### config.mk
export PLATFORM = sky130hd
export DESIGN_NAME = apx_iter_divider
export DESIGN_NICKNAME = d
export VERILOG_FILES = /design/src/rtl/apx_iter_divider_pkg.sv /design/src/rtl/apx_iter_divider_div_step.sv /design/src/rtl/apx_iter_divider.sv
export SDC_FILE = /design/constraint.sdc
export NUM_CORES = 1
export LEC_CHECK = 0
export ABC_AREA = 1
export CAP_MARGIN = 30
export CORE_ASPECT_RATIO = 1.75
export CORE_MARGIN = 3
export CORE_UTILIZATION = 61
export CTS_CLUSTER_DIAMETER = 150
export DETAILED_ROUTE_END_ITERATION = 8
export PLACE_DENSITY_LB_ADDON = 0.3
export SKIP_CTS_REPAIR_TIMING = 1
export SYNTH_ARGS = -nofsm -noshare
export SYNTH_HDL_FRONTEND = slang
export SYNTH_HIERARCHICAL = 1
export SYNTH_SLANG_ARGS = --single-unit
### constraint.sdc
create_clock -name clk -period 17.59 [get_ports clk]
set_input_delay 3.518 -clock clk [delete_from_list [all_inputs] [get_ports clk]]
set_output_delay 3.518 -clock clk [all_outputs]
set_load 0.05 [all_outputs]
### src/rtl/apx_iter_divider_pkg.sv
// Shared definitions for the iterative restoring divider: FSM encoding,
// default widths and the step-counter width helper.
package apx_iter_divider_pkg;

  localparam int unsigned DEF_WIDTH    = 32;
  localparam int unsigned DEF_APX_BITS = 8;

  typedef enum logic [1:0] {
    ST_IDLE = 2'd0,
    ST_CALC = 2'd1,
    ST_FIN  = 2'd2
  } div_state_e;

  // Bits needed to count 0..w inclusive.
  function automatic int unsigned cnt_width(input int unsigned w);
    return $clog2(w + 1);
  endfunction

endpackage

### src/rtl/apx_iter_divider_div_step.sv
// One radix-2 restoring step: shift in the next dividend bit, compare
// against the divisor and subtract when it fits.
module apx_iter_divider_div_step #(
  parameter int unsigned WIDTH = 32
) (
  input  logic [WIDTH-1:0] i_p,
  input  logic             i_a_bit,
  input  logic [WIDTH-1:0] i_d,
  output logic [WIDTH-1:0] o_p,
  output logic             o_q
);

  logic [WIDTH:0]   w_shift;
  logic [WIDTH-1:0] w_diff;

  // The shifted remainder is one bit wider so the compare never overflows;
  // when it fits, the true difference is below the divisor so the low bits suffice.
  assign w_shift = {i_p, i_a_bit};
  assign w_diff  = w_shift[WIDTH-1:0] - i_d;
  assign o_q     = (w_shift >= {1'b0, i_d});
  assign o_p     = o_q ? w_diff : w_shift[WIDTH-1:0];

endmodule

### src/rtl/apx_iter_divider.sv
// Iterative radix-2 restoring unsigned divider, one quotient bit per clock.
// Optional macro APX_DIV_TRUNC_EN: run only the top WIDTH-APX_BITS steps,
// zero the low quotient bits and force the remainder to zero.
module apx_iter_divider
  import apx_iter_divider_pkg::*;
#(
  parameter int unsigned WIDTH    = DEF_WIDTH,
  parameter int unsigned APX_BITS = DEF_APX_BITS
) (
  input  logic             clk,
  input  logic             reset,
  input  logic             start,
  input  logic [WIDTH-1:0] read_a,
  input  logic [WIDTH-1:0] read_x,
  output logic             busy,
  output logic             done,
  output logic [WIDTH-1:0] result,
  output logic [WIDTH-1:0] remainder,
  output logic             div_zero
);

`ifdef APX_DIV_TRUNC_EN
  localparam bit TRUNC_EN = 1'b1;
`else
  localparam bit TRUNC_EN = 1'b0;
`endif

  localparam int unsigned TRUNC = TRUNC_EN ? APX_BITS : 0;
  localparam int unsigned STEPS = WIDTH - TRUNC;
  localparam int unsigned CNT_W = cnt_width(WIDTH);

  div_state_e       r_state;
  div_state_e       w_state_nxt;
  logic [CNT_W-1:0] r_cnt;
  logic [WIDTH-1:0] r_a;
  logic [WIDTH-1:0] r_d;
  logic [WIDTH-1:0] r_p;
  logic             r_dz;
  logic             r_busy;
  logic             r_done;
  logic [WIDTH-1:0] r_result;
  logic [WIDTH-1:0] r_remainder;
  logic             r_div_zero;
  logic [WIDTH-1:0] w_p_nxt;
  logic             w_q_bit;

  apx_iter_divider_div_step #(
    .WIDTH (WIDTH)
  ) u_step (
    .i_p     (r_p),
    .i_a_bit (r_a[WIDTH-1]),
    .i_d     (r_d),
    .o_p     (w_p_nxt),
    .o_q     (w_q_bit)
  );

  // State register.
  always_ff @(posedge clk or posedge reset) begin
    if (reset) begin
      r_state <= ST_IDLE;
    end else begin
      r_state <= w_state_nxt;
    end
  end

  // Next-state logic; a zero divisor skips the iteration entirely.
  always_comb begin
    w_state_nxt = r_state;
    case (r_state)
      ST_IDLE: begin
        if (start) begin
          w_state_nxt = (read_x == '0) ? ST_FIN : ST_CALC;
        end
      end
      ST_CALC: begin
        if (r_cnt == CNT_W'(STEPS - 1)) begin
          w_state_nxt = ST_FIN;
        end
      end
      ST_FIN:  w_state_nxt = ST_IDLE;
      default: w_state_nxt = ST_IDLE;
    endcase
  end

  // Datapath: operand capture, per-step shift/subtract, result registers.
  always_ff @(posedge clk or posedge reset) begin
    if (reset) begin
      r_cnt       <= '0;
      r_a         <= '0;
      r_d         <= '0;
      r_p         <= '0;
      r_dz        <= 1'b0;
      r_busy      <= 1'b0;
      r_done      <= 1'b0;
      r_result    <= '0;
      r_remainder <= '0;
      r_div_zero  <= 1'b0;
    end else begin
      r_done <= 1'b0;
      r_busy <= (w_state_nxt == ST_CALC);
      case (r_state)
        ST_IDLE: begin
          if (start) begin
            r_a         <= read_a;
            r_d         <= read_x;
            r_p         <= '0;
            r_cnt       <= '0;
            r_dz        <= (read_x == '0);
            r_result    <= '0;
            r_remainder <= '0;
            r_div_zero  <= 1'b0;
          end
        end
        ST_CALC: begin
          r_p   <= w_p_nxt;
          r_a   <= {r_a[WIDTH-2:0], w_q_bit};
          r_cnt <= r_cnt + CNT_W'(1);
        end
        ST_FIN: begin
          r_done <= 1'b1;
          if (r_dz) begin
            // Dividend is still untouched in r_a since no step ran.
            r_result    <= '1;
            r_remainder <= r_a;
            r_div_zero  <= 1'b1;
          end else begin
            // Quotient bits sit in the low STEPS bits of r_a.
            r_result    <= r_a << TRUNC;
            r_remainder <= TRUNC_EN ? '0 : r_p;
            r_div_zero  <= 1'b0;
          end
        end
        default: ;
      endcase
    end
  end

  assign busy      = r_busy;
  assign done      = r_done;
  assign result    = r_result;
  assign remainder = r_remainder;
  assign div_zero  = r_div_zero;

endmodule

==> results.ini, run 1 <==
[critical_path]
r2r_start = r_p[19]
required_ns = 17.94
cp_num_buf_inv = 3
slowest_delay_ns = 0.61
worstReg2RegEnd = r_p[23]
startpoint_type = primary input
path_delay_family = buffers and inverters
cp_cell_sequence = clkdlybuf4s50_1, nand2_1, nor2_4, inv_2, buf_4, nand3_1, o21ai_1
worstPathMaxFanout = 58
crit_type = in -> reg
crit_arrival_ns = 5.56
r2r_cells = 13
timing.reg2reg.setup_slack_ns = 14.58
cp-end-kind = register
crit_slowest_cell = buf_4
cp-startpoint = start

[route]
drc_errors = 0
wirelength_um = 28600
wire_per_inst_um = 15.7
drt-initial-drc-count = 808
ant_nets = 0
drtPass1Iterations = 5
num_vias = 10048
vias_per_cell = 5.51

[finish]
fin_area_um2 = 12300
finalNetCount = 1687
fin_util_pct = 74.6
fillers = 1303
antenna_cells = 0
layout-drive-gt1-share_pct = 5.07
layout_common_cells = nand2_1 (598), dfrtp_1 (172), inv_1 (163), nand3_1 (140), clkdlybuf4s50_1 (133)
final_common_cell = nand2_1
layout-area-overhead-vs-synth_pct = 18.7

[logic_synthesis]
ys.flop_type = dfrtp_1
netlist_area_um2 = 10400
synth-edff-count = 0
yosysWarningCount = 6
syn_inst = 1492
avgSynthCellArea_um2 = 6.96
ys_types = 41
syn_nets = 1593
ys_seq_area_share_pct = 41.4
ys_ff_latch = 172
async_flop_share_pct = 100

[pwr]
ir_drop_mv = 0.0977
power.leakage_nw = 6.55
power_mw = 2.63
p_per_area_nw_per_um2 = 213

[cts]
cts_buffers = 17
path_clk_slew_ns = 0.06
clkSinkCount = 172
clk_path_buf_depth = 2
cts_tree = built
h-tree-depth = 4
root_buffer = clkbuf_16
clkLatencyLatePin_ns = 0.43

[outcome]
status = finished clean

[die]
core_um2 = 16500
ios = 134
die_h_um = 179
fp.dieArea_um2 = 18700
dieWidth_um = 105
rows = 62
start_util_pct = 62.9

[job]
cap_violations = 0

[sta]
maxSlewHeadroom_pct = 32.6
skew_ns = 0.0128
hold_ws_ns = 0.470
finalSetupViolCount = 0
rsz0062_at_grt = false
hold_viol = 0
tns_ns = 0
tightest_slew_ns = 1.01
max_freq_ghz = 0.192
fin_crit_ns = 5.21
post-route-period-util_pct = 29.6
slew_violations = 0

[min_path]
min_path_cells = 2
whs_endpoint = r_d[20]
hold_path_startpoint = r_d[20]
hold_path_class = reg -> reg

[global_routing]
grt_usage_pct = 31.0
grt_max_degree = 95
grt_antenna_before_repair = 0
grt.overflow.total = 0
grt_pass1_vias = 9702
grt_pass1_wl_um = 46400

[place]
gp_congestion = 0.911
dpl_cell_area_um2 = 11700
hpwl_um = 20500
port_buffers = 133

[worst max-delay path by stage]
stage                   endpoint  slack, ns  cells after the start
finish              remainder[6]      12.38                      7
global route            div_zero      12.21                      7
CTS                       r_a[4]      12.39                      3
detailed placement  remainder[1]      11.93                      3
global placement    remainder[2]      11.95                      3
floorplan                   busy       9.41                      1
[layer usage]
metal  GRT usage, %  vias to the layer above  wire (µm)
met5              0                        -          0
met4           15.3                        0       1310
met3           4.02                       87       1600
met2           57.6                      413      15200
met1           34.7                     4683      10500
li1               -                     4865          -
[worst min-delay path, delay by kind of cell, from the launching register on]
family	cells	cell delay [ns]
flops	1	0.34
simple gates	2	0.10
[logic make-up after synthesis]
group / synth area share [%]
AOI/OAI and AO/OA: 7.41
DFF: 41.4
and+or+nand+nor: 36.3
adders and majority gates: 4.17
xor gates and xnor gates: 1.26
buffers and inverters: 9.47
[final cells by class]
cell class	instances	area (µm²)	share of cell area, %
Sequential cell	172	4300	34.9
Timing Repair Buffer	140	1400	11.4
Inverter	173	654	5.31
Clock inverter	12	124	1.00
Multi-Input combinational cell	1082	5110	41.4
Clock buffer	20	457	3.70
Tap cell	224	280	2.27
[flip-flops by register name, indices dropped and copies added (netlist names), 2 cells and up]
register	cells
r_cnt	6
r_state	2
r_d	32
r_a	32
r_p	32
remainder	32
result	32
[cell usage after synthesis, drive strengths merged (7+ instances only)]
cell type	count	area (µm²)
a21oi	22	114
and2	8	50.1
buf	44	255
clkbuf	21	78.8
dfrtp	172	4300
ha	33	413
inv	173	649
nand2	604	2300
nand3	156	861
nand3b	10	75.1
nor2	98	395
nor3	9	55.1
o211ai	7	52.6
o21ai	103	515
xor2	14	123
[power breakdown]
part | switching (mW) | internal [mW] | total [mW]
registers | 0.135 | 0.546 | 0.681
logic | 1.04 | 0.538 | 1.58
clock network | 0.166 | 0.207 | 0.373
[through the flow]
stage                     worst slack (ns)  instances
after global routing                 12.21       1823
final                                12.38       1823
after floorplan                       9.41       1492
after CTS                            12.39       1822
after global placement               11.95       1790
after detailed placement             11.93       1790
Note: power is estimated with default switching activity, not from simulation.
==> inputs of run 2 (changes only) <==
- CORE_UTILIZATION: 61 -> 56
- clock period: 17.59 -> 5 ns (I/O delays scaled with it)
==> results.ini, run 2 (synthesized netlist as in run 1, its figures left out) <==
[outcome]
status = finished clean

[route]
wl_met3_um = 1090  ; -32%
wl_met1_um = 10700  ; +1.9%
vias_per_cell = 5.31  ; -3.7%
wire_per_inst_um = 15.0  ; -4.2%
highest-signal-layer = met4
ant_nets = 0  ; unchanged
drtPass1Iterations = 5  ; unchanged
wirelength_um = 27600  ; -3.6%
drc_errors = 0  ; unchanged
num_vias = 9733  ; -3.1%
drt-initial-drc-count = 549  ; -32%
wl_met2_um = 14500  ; -5.0%

[sta]
finalSetupViolCount = 0  ; unchanged
post-route-period-util_pct = 57.4
tns_ns = 0  ; unchanged
hold_viol = 0  ; unchanged
rsz0062_at_grt = false
setup_ws_ns = 2.13  ; -10.25 ns
tightest_slew_ns = 0.965  ; -0.0451 ns
fin_crit_ns = 2.87
max_freq_ghz = 0.348
slew_violations = 0  ; unchanged
skew_ns = 0.00877  ; -0.00408 ns
maxSlewHeadroom_pct = 35.6  ; +3.0 points

[die]
die_h_um = 186  ; +4.2%
ios = 134  ; unchanged
dieWidth_um = 109  ; +4.1%
core_um2 = 18100  ; +9.8%
fp.dieArea_um2 = 20300  ; +8.5%
rows = 65  ; +4.8%
start_util_pct = 57.3  ; -5.6 points

[global_routing]
grt_max_degree = 147  ; +55%
grt_pass1_wl_um = 44500  ; -4.0%
grt.overflow.total = 0  ; unchanged
grt_antenna_before_repair = 0  ; unchanged
grt_usage_pct = 28.0  ; -3.0 points
grt_pass1_vias = 9258  ; -4.6%

[cts]
clkSinkCount = 172  ; unchanged
clkLatencyLatePin_ns = 0.43  ; about the same
h-tree-depth = 4  ; unchanged
root_buffer = clkbuf_16
cts_tree = built
clk_path_buf_depth = 2  ; unchanged
path_clk_slew_ns = 0.07  ; about the same
cts_buffers = 17  ; unchanged

[finish]
final_common_cell = nand2_1
regArea_um2 = 4300  ; unchanged
finalNetCount = 1689  ; +0.12%
fin_area_um2 = 12300  ; -0.15%
multi_input_area_um2 = 5110  ; unchanged
fin_cells = 1834  ; +0.60%
layout-area-overhead-vs-synth_pct = 18.5
layout_common_cells = nand2_1 (598), dfrtp_1 (172), inv_1 (163), nand3_1 (140), clkdlybuf4s50_1 (133)
antenna_cells = 0  ; unchanged
fillers = 1612  ; +24%
layout-drive-gt1-share_pct = 5.06  ; about the same

[pwr]
ir_drop_mv = 0.347  ; +260%
p_per_area_nw_per_um2 = 738  ; +250%
power.leakage_nw = 6.51  ; -0.50%

[critical_path]
cp_cell_sequence = ha_1, nand2_1, nor2_1, nand2_1, nor2_2, nand2_1, nand3_1, nor2_4, buf_4, nand2_8, nand3_1, nand2_1, a22o_1
crit_slowest_cell = dfrtp_1
path_delay_family = simple AND/OR/NAND/NOR gates
required_ns = 5.31  ; -12.63 ns
crit_type = reg -> reg
cpMostUsedCell = nand2_1
worstPathMaxFanout = 35  ; -40%
cp-end-kind = register
cp_num_buf_inv = 1  ; -2
crit_arrival_ns = 3.18  ; -2.38 ns
startpoint_type = register
slowest_delay_ns = 0.43  ; -0.18 ns

[place]
place_ws_ns = 1.98  ; -9.95 ns
port_buffers = 133  ; unchanged
dpl_cell_area_um2 = 11800  ; +0.46%
hpwl_um = 20700  ; +0.88%
gp_congestion = 0.926  ; +1.7%
placed_cells = 1803  ; +0.73%

[job]
cap_violations = 0  ; unchanged

[min_path]
hold_path_class = reg -> reg

-- run 2: worst reg2reg max path, cell delays in order, from the launching register on --
cell and delay (ns):
dfrtp_1 0.43, ha_1 0.43, nand2_1 0.16, nor2_1 0.09, nand2_1 0.09, nor2_2 0.05, nand2_1 0.08, nand3_1 0.11
nor2_4 0.33, buf_4 0.33, nand2_8 0.23, nand3_1 0.17, nand2_1 0.06, a22o_1 0.20
-- run 2: path summary, 6_finish.rpt --
check                        start          to  slack, ns  cells past startpoint
min in group asynchronous    reset  result[31]       0.99                      2
max in group asynchronous    reset     r_p[21]       2.84                      3
hold / removal             r_d[11]     r_d[11]       0.47                      2
setup / recovery           r_p[22]     r_p[31]       2.13                     13
setup reg to reg           r_p[22]     r_p[31]       2.13                     13
hold reg to reg            r_d[11]     r_d[11]       0.47                      2
-- run 2: cell type report --
cell class	count	share of cell area, %
Clock buffer	20	3.63
Timing Repair Buffer	142	11.5
Tap cell	234	2.38
Sequential cell	172	35.0
Inverter	173	5.30
Multi-Input combinational cell	1082	41.5
Clock inverter	11	0.722
-- run 2: per-layer routing --
metal  GRT usage [%]  vias to the layer above
met3            3.49                       69
met5               0                        -
li1                -                     4872
met1            31.7                     4508
met4            14.5                        0
met2            50.7                      284
-- run 2: metrics by stage --
stage               hold slack [ns]  util (%)  power (mW)
finish                        0.468      67.9        9.09
CTS                           0.474      67.9        9.07
detailed placement            0.458      64.9        7.83
global route                  0.495      67.9        9.95
floorplan                     0.442         -        6.54
global placement              0.453      64.8        7.70
-- run 2: where the power goes --
part	leakage (nW)	total [mW]	internal, mW	switching (mW)
logic	4.04	5.48	1.91	3.57
registers	2.22	2.38	1.92	0.462
clock network	0.247	1.23	0.653	0.574
